--- src/rtl/lsu_pkg.sv ---
// Shared types, encodings and helpers for the load/store unit.
// The ERR state only exists when LSU_ALIGN_CHECK_EN is defined.
package lsu_pkg;

    localparam int unsigned DATA_W = 32;
    localparam int unsigned LANE_W = 8;

    // 2'b11 is reserved and is handled as a word access
    typedef enum logic [1:0] {
        SZ_BYTE = 2'b00,
        SZ_HALF = 2'b01,
        SZ_WORD = 2'b10
    } size_e;

    typedef enum logic [2:0] {
        IDLE = 3'd0,
        RD   = 3'd1,
        WR   = 3'd2,
        DONE = 3'd3
`ifdef LSU_ALIGN_CHECK_EN
        ,
        ERR  = 3'd4
`endif
    } state_e;

    typedef struct packed {
        logic              wr;
        logic [1:0]        size;
        logic              sext;
        logic [1:0]        lane;
        logic [DATA_W-1:0] wdata;
    } req_t;

    function automatic logic is_word(input logic [1:0] size);
        return size[1];
    endfunction

    function automatic logic misaligned(input logic [1:0] size, input logic [1:0] lane);
        return ((size == SZ_HALF) && lane[0]) || (size[1] && (lane != 2'b00));
    endfunction

    // Drop the low address bits a half or word access is not allowed to use
    function automatic logic [1:0] force_lane(input logic [1:0] size, input logic [1:0] lane);
        if (size[1])
            return 2'b00;
        else if (size == SZ_HALF)
            return {lane[1], 1'b0};
        else
            return lane;
    endfunction

endpackage

--- src/rtl/lsu_mem_ctrl_if.sv ---
// CPU request/response and data-memory port of the load/store unit.
// master = CPU side plus memory read data, slave = the load/store unit.
interface lsu_mem_ctrl_if #(
    parameter int unsigned ADDR_W = 10
);
    import lsu_pkg::*;

    logic              req;
    logic              wr;
    logic [1:0]        size;
    logic              sext;
    logic [ADDR_W-1:0] addr;
    logic [DATA_W-1:0] wdata;
    logic              busy;
    logic              done;
    logic              err;
    logic [DATA_W-1:0] rdata;
    logic [ADDR_W-1:0] dm_addr;
    logic [DATA_W-1:0] dm_din;
    logic              dm_we;
    logic [DATA_W-1:0] dm_dout;

    modport master (
        output req, wr, size, sext, addr, wdata, dm_dout,
        input  busy, done, err, rdata, dm_addr, dm_din, dm_we
    );

    modport slave (
        input  req, wr, size, sext, addr, wdata, dm_dout,
        output busy, done, err, rdata, dm_addr, dm_din, dm_we
    );

endinterface

--- src/rtl/lsu_lane_merge.sv ---
// Combinational lane logic: store merge into a memory word and load extraction
// with sign/zero extension.
module lsu_lane_merge
    import lsu_pkg::*;
(
    input  logic [DATA_W-1:0] word,
    input  logic [DATA_W-1:0] wdata,
    input  logic [1:0]        size,
    input  logic              sext,
    input  logic [1:0]        lane,
    output logic [DATA_W-1:0] merged_c,
    output logic [DATA_W-1:0] loaded_c
);

    logic [LANE_W-1:0]   b_lane;
    logic [2*LANE_W-1:0] h_lane;

    // Store: replace only the addressed lane of the current word
    always_comb begin
        merged_c = word;
        case (size)
            SZ_BYTE: merged_c[{lane, 3'b000} +: LANE_W]   = wdata[LANE_W-1:0];
            SZ_HALF: merged_c[{lane[1], 4'b0000} +: 2*LANE_W] = wdata[2*LANE_W-1:0];
            default: merged_c = wdata;
        endcase
    end

    // Load: pick the addressed lane and extend it
    always_comb begin
        b_lane = word[{lane, 3'b000} +: LANE_W];
        h_lane = word[{lane[1], 4'b0000} +: 2*LANE_W];
        case (size)
            SZ_BYTE: loaded_c = {{(DATA_W-LANE_W){sext & b_lane[LANE_W-1]}}, b_lane};
            SZ_HALF: loaded_c = {{(DATA_W-2*LANE_W){sext & h_lane[2*LANE_W-1]}}, h_lane};
            default: loaded_c = word;
        endcase
    end

endmodule

--- src/rtl/lsu_mem_ctrl.sv ---
// Load/store initiator for the word-wide data memory: sub-word loads by extraction,
// sub-word stores by read-modify-write. LSU_ALIGN_CHECK_EN enables misalignment errors.
module lsu_mem_ctrl
    import lsu_pkg::*;
#(
    parameter int unsigned ADDR_W = 10
) (
    input  logic          clk,
    input  logic          rst_n,
    lsu_mem_ctrl_if.slave bus
);

    state_e            state, state_d;
    req_t              req_q, req_d;
    logic              busy_q, busy_d;
    logic              done_q, done_d;
    logic              err_q, err_d;
    logic              dm_we_q, dm_we_d;
    logic [DATA_W-1:0] rdata_q, rdata_d;
    logic [DATA_W-1:0] dm_din_q, dm_din_d;
    logic [ADDR_W-1:0] dm_addr_q, dm_addr_d;
    logic [1:0]        lane_in;
    logic [DATA_W-1:0] merged_c;
    logic [DATA_W-1:0] loaded_c;

`ifdef LSU_ALIGN_CHECK_EN
    assign lane_in = bus.addr[1:0];
`else
    assign lane_in = force_lane(bus.size, bus.addr[1:0]);
`endif

    lsu_lane_merge u_lane_merge (
        .word     (bus.dm_dout),
        .wdata    (req_q.wdata),
        .size     (req_q.size),
        .sext     (req_q.sext),
        .lane     (req_q.lane),
        .merged_c (merged_c),
        .loaded_c (loaded_c)
    );

    // Next state plus next values of every registered output
    always_comb begin
        state_d   = state;
        req_d     = req_q;
        rdata_d   = rdata_q;
        dm_din_d  = dm_din_q;
        dm_addr_d = dm_addr_q;
        err_d     = 1'b0;

        case (state)
            IDLE: begin
                if (bus.req) begin
                    req_d     = '{wr: bus.wr, size: bus.size, sext: bus.sext,
                                  lane: lane_in, wdata: bus.wdata};
                    dm_addr_d = {bus.addr[ADDR_W-1:2], 2'b00};
`ifdef LSU_ALIGN_CHECK_EN
                    if (misaligned(bus.size, bus.addr[1:0]))
                        state_d = ERR;
                    else
`endif
                    if (!bus.wr)
                        state_d = RD;
                    else if (is_word(bus.size)) begin
                        state_d  = WR;
                        dm_din_d = bus.wdata;
                    end else
                        state_d = RD;
                end
            end
            RD: begin
                if (req_q.wr) begin
                    dm_din_d = merged_c;
                    state_d  = WR;
                end else begin
                    rdata_d = loaded_c;
                    state_d = DONE;
                end
            end
            WR:   state_d = DONE;
            DONE: state_d = IDLE;
`ifdef LSU_ALIGN_CHECK_EN
            ERR:  state_d = IDLE;
`endif
            default: state_d = IDLE;
        endcase

        busy_d  = (state_d != IDLE);
        dm_we_d = (state_d == WR);
        done_d  = (state_d == DONE);
`ifdef LSU_ALIGN_CHECK_EN
        err_d   = (state_d == ERR);
        done_d  = done_d | err_d;
`endif
    end

    always_ff @(posedge clk or negedge rst_n) begin
        if (!rst_n) begin
            state     <= IDLE;
            req_q     <= '0;
            busy_q    <= 1'b0;
            done_q    <= 1'b0;
            err_q     <= 1'b0;
            dm_we_q   <= 1'b0;
            rdata_q   <= '0;
            dm_din_q  <= '0;
            dm_addr_q <= '0;
        end else begin
            state     <= state_d;
            req_q     <= req_d;
            busy_q    <= busy_d;
            done_q    <= done_d;
            err_q     <= err_d;
            dm_we_q   <= dm_we_d;
            rdata_q   <= rdata_d;
            dm_din_q  <= dm_din_d;
            dm_addr_q <= dm_addr_d;
        end
    end

    assign bus.busy    = busy_q;
    assign bus.done    = done_q;
    assign bus.err     = err_q;
    assign bus.dm_we   = dm_we_q;
    assign bus.rdata   = rdata_q;
    assign bus.dm_din  = dm_din_q;
    assign bus.dm_addr = dm_addr_q;

endmodule

--- src/flat_wrapper.sv ---
// flat-port wrapper written by rule: the top's interface ports become plain ports
module lsu_mem_ctrl_flat import lsu_pkg::*;
#(
    parameter int unsigned ADDR_W = 10
)
  (clk, rst_n, bus_req, bus_wr, bus_size, bus_sext, bus_addr, bus_wdata, bus_dm_dout, bus_busy, bus_done, bus_err, bus_rdata, bus_dm_addr, bus_dm_din, bus_dm_we);
  lsu_mem_ctrl_if #(.ADDR_W(ADDR_W)) bus_i ();
  input  logic clk;
  input  logic rst_n;
  input wire logic [$bits(bus_i.req)-1:0] bus_req;
  input wire logic [$bits(bus_i.wr)-1:0] bus_wr;
  input wire logic [$bits(bus_i.size)-1:0] bus_size;
  input wire logic [$bits(bus_i.sext)-1:0] bus_sext;
  input wire logic [$bits(bus_i.addr)-1:0] bus_addr;
  input wire logic [$bits(bus_i.wdata)-1:0] bus_wdata;
  input wire logic [$bits(bus_i.dm_dout)-1:0] bus_dm_dout;
  output wire logic [$bits(bus_i.busy)-1:0] bus_busy;
  output wire logic [$bits(bus_i.done)-1:0] bus_done;
  output wire logic [$bits(bus_i.err)-1:0] bus_err;
  output wire logic [$bits(bus_i.rdata)-1:0] bus_rdata;
  output wire logic [$bits(bus_i.dm_addr)-1:0] bus_dm_addr;
  output wire logic [$bits(bus_i.dm_din)-1:0] bus_dm_din;
  output wire logic [$bits(bus_i.dm_we)-1:0] bus_dm_we;
  assign bus_i.req = bus_req;
  assign bus_i.wr = bus_wr;
  assign bus_i.size = bus_size;
  assign bus_i.sext = bus_sext;
  assign bus_i.addr = bus_addr;
  assign bus_i.wdata = bus_wdata;
  assign bus_i.dm_dout = bus_dm_dout;
  assign bus_busy = bus_i.busy;
  assign bus_done = bus_i.done;
  assign bus_err = bus_i.err;
  assign bus_rdata = bus_i.rdata;
  assign bus_dm_addr = bus_i.dm_addr;
  assign bus_dm_din = bus_i.dm_din;
  assign bus_dm_we = bus_i.dm_we;
  lsu_mem_ctrl #(.ADDR_W(ADDR_W)) u_core (.clk(clk), .rst_n(rst_n), .bus(bus_i));
endmodule
--- config.mk ---
export PLATFORM = sky130hd
export DESIGN_NAME = lsu_mem_ctrl_flat
export DESIGN_NICKNAME = d
export VERILOG_FILES = /design/src/rtl/lsu_pkg.sv /design/src/rtl/lsu_mem_ctrl_if.sv /design/src/rtl/lsu_lane_merge.sv /design/src/rtl/lsu_mem_ctrl.sv /design/src/flat_wrapper.sv
export SDC_FILE = /design/constraint.sdc
export NUM_CORES = 1
export LEC_CHECK = 0
export ABC_AREA = 1
export CAP_MARGIN = 0
export CORE_ASPECT_RATIO = 1.25
export CORE_UTILIZATION = 55
export DETAILED_ROUTE_END_ITERATION = 6
export DONT_BUFFER_PORTS = 1
export PLACE_DENSITY = 0.7
export SLEW_MARGIN = 20
export SYNTH_ARGS = -nofsm -noshare
export SYNTH_HDL_FRONTEND = slang
export SYNTH_SLANG_ARGS = --single-unit
--- constraint.sdc ---
create_clock -name clk -period 2.7 [get_ports clk]
set_input_delay 0.27 -clock clk [delete_from_list [all_inputs] [get_ports clk]]
set_output_delay 0.27 -clock clk [all_outputs]
set_load 0.005 [all_outputs]
==> results.txt <==
----------------------------------------------------
[Status]
  Outcome ... finished, violations left
  Failing checks ... negative hold slack

[Routing]
  Final routed DRC violation total ... 0
  Routed wire length per instance ... 16.3 um
  Vias per inst ... 5.35
  Vias after detailed routing ... 7003
  DRT iter0 DRCs ... 624
  Overall routed net length ... 21.3 mm
  DRT antenna net count ... 0
  DR pass1 iterations ... 5

[Synthesis]
  Area share of xor/xnor cells in the synthesized design ... 0%
  Sequential fraction of the synthesis area ... 40.7%
  Share of flip-flops with an asynchronous set or reset ... 100%
  Flip-flop cell with the highest count after synthesis ... sky130_fd_sc_hd__dfrtp_1
  Fraction of synthesized cell area taken by the top area cell type ... 40.7%
  Number of different library cells in the post-synthesis netlist ... 24
  Synth Area in Adders ... 0.878%
  Post-synthesis simple-gate area fraction ... 40.9%
  Synthesized instance count ... 1133
  Leading cell types by count after synthesis ... sky130_fd_sc_hd__nand2_1 (566), sky130_fd_sc_hd__dfrtp_1 (116), sky130_fd_sc_hd__nor2_1 (104)
  Top cells by area, synth ... sky130_fd_sc_hd__dfrtp_1 (41%), sky130_fd_sc_hd__nand2_1 (30%), sky130_fd_sc_hd__nor2_1 (5.5%), sky130_fd_sc_hd__inv_1 (5.2%), sky130_fd_sc_hd__o21ai_0 (4.6%)
  Area of the mapped netlist ... 7130 um^2
  Dominant cell type by area after synthesis ... sky130_fd_sc_hd__dfrtp_1
  EDFF count, synth ... 0
  Most common cell in the synthesized netlist ... sky130_fd_sc_hd__nand2_1
  Proportion of synthesized area in mux cells ... 0%
  Complex-gate fraction of the synthesized area ... 7.70%
  Main combinational cell family by area after synthesis ... simple AND/OR/NAND/NOR gates
  Number of synthesis warnings ... 0
  Flops & latches, synth ... 116
  Mean Syn Cell Area ... 6.29 um^2

[Clocking]
  Root Buffer ... sky130_fd_sc_hd__clkbuf_16
  Clock-pin slew reported for the worst setup and hold paths after clock tree synthesis ... 60 ps
  H-Tree Depth ... 4
  Clock buffer count from CTS ... 17
  Maximum clock insertion buffer count ... 2
  Source-to-sink clock delay at the later pin of the worst-skew pair ... 420 ps
  Post-CTS setup-driven buffer insertion count ... 0
  Hold_buf cts ... 18
  Clock sink total ... 116
  Total of cells resized after clock tree synthesis ... 0
  TritonCTS clock tree ... built

[Final layout]
  Fraction of final layout cells sized beyond drive strength 1 ... 6.30%
  Number of standard cells in the final layout excluding fillers ... 1310
  Layout overhead on the synthesized area ... 12.0%
  Final layout net count ... 1215
  Final core area utilization ... 63.0%
  ANT cells ... 0

[STA]
  Number of max-slew violations in the final report ... 0
  Setup Skew ... 9.23 ps
  Number of hold-slack violations in the final timing report ... 116
  Worst-Margin Slew ... 751 ps
  Number of endpoints failing setup at the final stage ... 0
  Final worst path period share ... 82.1%
  Worst rel slew slack ... 49.9%
  Post-layout minimum cycle time ... 2220 ps
  Sum of negative setup slack ... 0 ps
  Maximum clock frequency ... 451 MHz
  Hold Slack ... -456 ps
  Unrepaired setup endpoints after global routing ... no

[Power]
  Share of total power consumed by net switching ... 44.0%
  Internal power ... 5.29 mW
  Overall power ... 9.45 mW
  Sw Pwr ... 4.15 mW
  Worst ir drop on vdd ... 685 uV
  Relative contribution of sequential cells to total power ... 35.1%
  Clock share of power ... 24.7%
  Share of total power in combinational logic ... 40.3%
  LEAKAGE ... 4.46 nW
  P per Cell Area ... 1180 nW/um^2

[Setup path]
  Slowest CP cell ... sky130_fd_sc_hd__ha_1
  Crit path required time ... 3010 ps
  Cell with the most instances on the worst path ... sky130_fd_sc_hd__nand2_1
  Ordered cell list for the critical path ... inv_1, ha_1, clkinv_1, nand3_1, o21ai_0, nand2_1, nand2_1, nand2_1, nand2_1
  Critical path fanouts, max ... 16
  Crit start category ... register
  Crit end category ... register
  Type of the worst setup path ... register to register
  Worst Path Arrival ... 2530 ps
  Largest stage delay, worst path ... 540 ps
  Cell count of the worst reg-to-reg path ... 9

[Placement]
  Number of I/O port buffers ... 0
  Final HPWL DP ... 14.5 mm
  Last weighted congestion value of the routability-driven placer ... 0.910
  Placed cells ... 1260

[Global routing]
  Total routing resource utilization after global routing ... 32.7%
  First-pass GRT wire length ... 34.1 mm
  Vias in the first global route ... 6432
  Initial antenna violation count ... 0
  Overflow left after global routing ... 0
  Pin count of the biggest net entering global routing ... 117

[Floorplan]
  Core footprint ... 12700 um^2
  Ports ... 159
  Starting density of the core ... 56.3%
  Die Span X ... 104 um
  Area of the die ... 13400 um^2
  Floorplan row count ... 46
  Die Height ... 129 um

[Run]
  Max_cap viols ... 0

[Hold path]
  Tightest Hold Check Type ... input port to asynchronous set/reset pin

----------------------------------------------------
## final timing paths
kind                                              end             start  slack, ps
worst max-delay path            u_core.bus.dm_din[25]  u_core.req_q[32]        480
worst min-delay path             u_core.bus.rdata[10]             rst_n       -460
worst max register to register  u_core.bus.dm_din[25]  u_core.req_q[32]        480
worst min register to register       u_core.req_q[18]  u_core.req_q[18]        490
max in group asynchronous        u_core.bus.rdata[23]             rst_n       2930
min in group clk                     u_core.req_q[13]     bus_wdata[13]         20
## final cells by class
type                       instances  area (um^2)
fill                            1208         4680
multi-input combinational        855         3540
sequential                       116         2900
clock buffer                      19          453
inverter                         106          398
timing repair buffer              33          318
tap                              168          210
clock inverter                    13          156
## logic make-up after synthesis
logic type      Yosys count
simple gates            737
flops                   116
compound gates          109
buf+inv                 165
fa+ha+maj                 5
other cells               1
## cells in the final DEF (no fill, tap or decap), drive strengths merged
cell type and count:
clkbuf 19, nand3 33, nand4 17, nor2 109, bufinv 3, buf 15, or2 8, ha 5
clkinv 7, o22a 1, conb 4, nand2 570, dfrtp 116, clkinvlp 5, dlygate4sd3 18, a21oi 42
inv 104, o21ai 66
## state kept, by name, indices dropped and copies added (netlist names)
register,cells
u_core.bus.busy,1
u_core.req_q,38
u_core.state,3
u_core.bus.dm_we,1
u_core.bus.done,1
u_core.bus.dm_din,32
u_core.bus.dm_addr,8
u_core.bus.rdata,32
## power groups by stage
stage,Clock [mW],Sequential (mW),Combinational (mW)
detailed placement,0,3.31,3.72
global placement,0,3.32,3.67
floorplan,0,3.09,2.99
CTS,2.36,3.31,3.77
finish,2.33,3.31,3.80
global route,2.43,3.41,4.34
## routing by layer
metal / track usage [%] / part of all wire [%] / vias up
met2: 52.3 / 47 / 299
met3: 9.41 / 8.7 / 45
li1: - / - / 3430
met4: 14.2 / 3.1 / 0
met5: 0 / 0 / -
met1: 41.7 / 41 / 3229
## critical path: cells and delay by family, from the launching register on
family                     cells  cell delay, ps
buffers and inverters          2             570
and+or+nand+nor                5             450
DFF                            1             370
AOI/OAI and AO/OA              1             160
adders and majority gates      1             540
## per-stage QoR
stage / instance area (um^2) / worst slack, ps / hold WS, ps
finish: 7980 / 483 / -456
global route: 7980 / 286 / -475
CTS: 7980 / 554 / -469
detailed placement: 7190 / 552 / -21.8
global placement: 7190 / 599 / -22.5
floorplan: 7140 / 777 / -25.6
No activity file was read; power rests on OpenSTA's default activity.
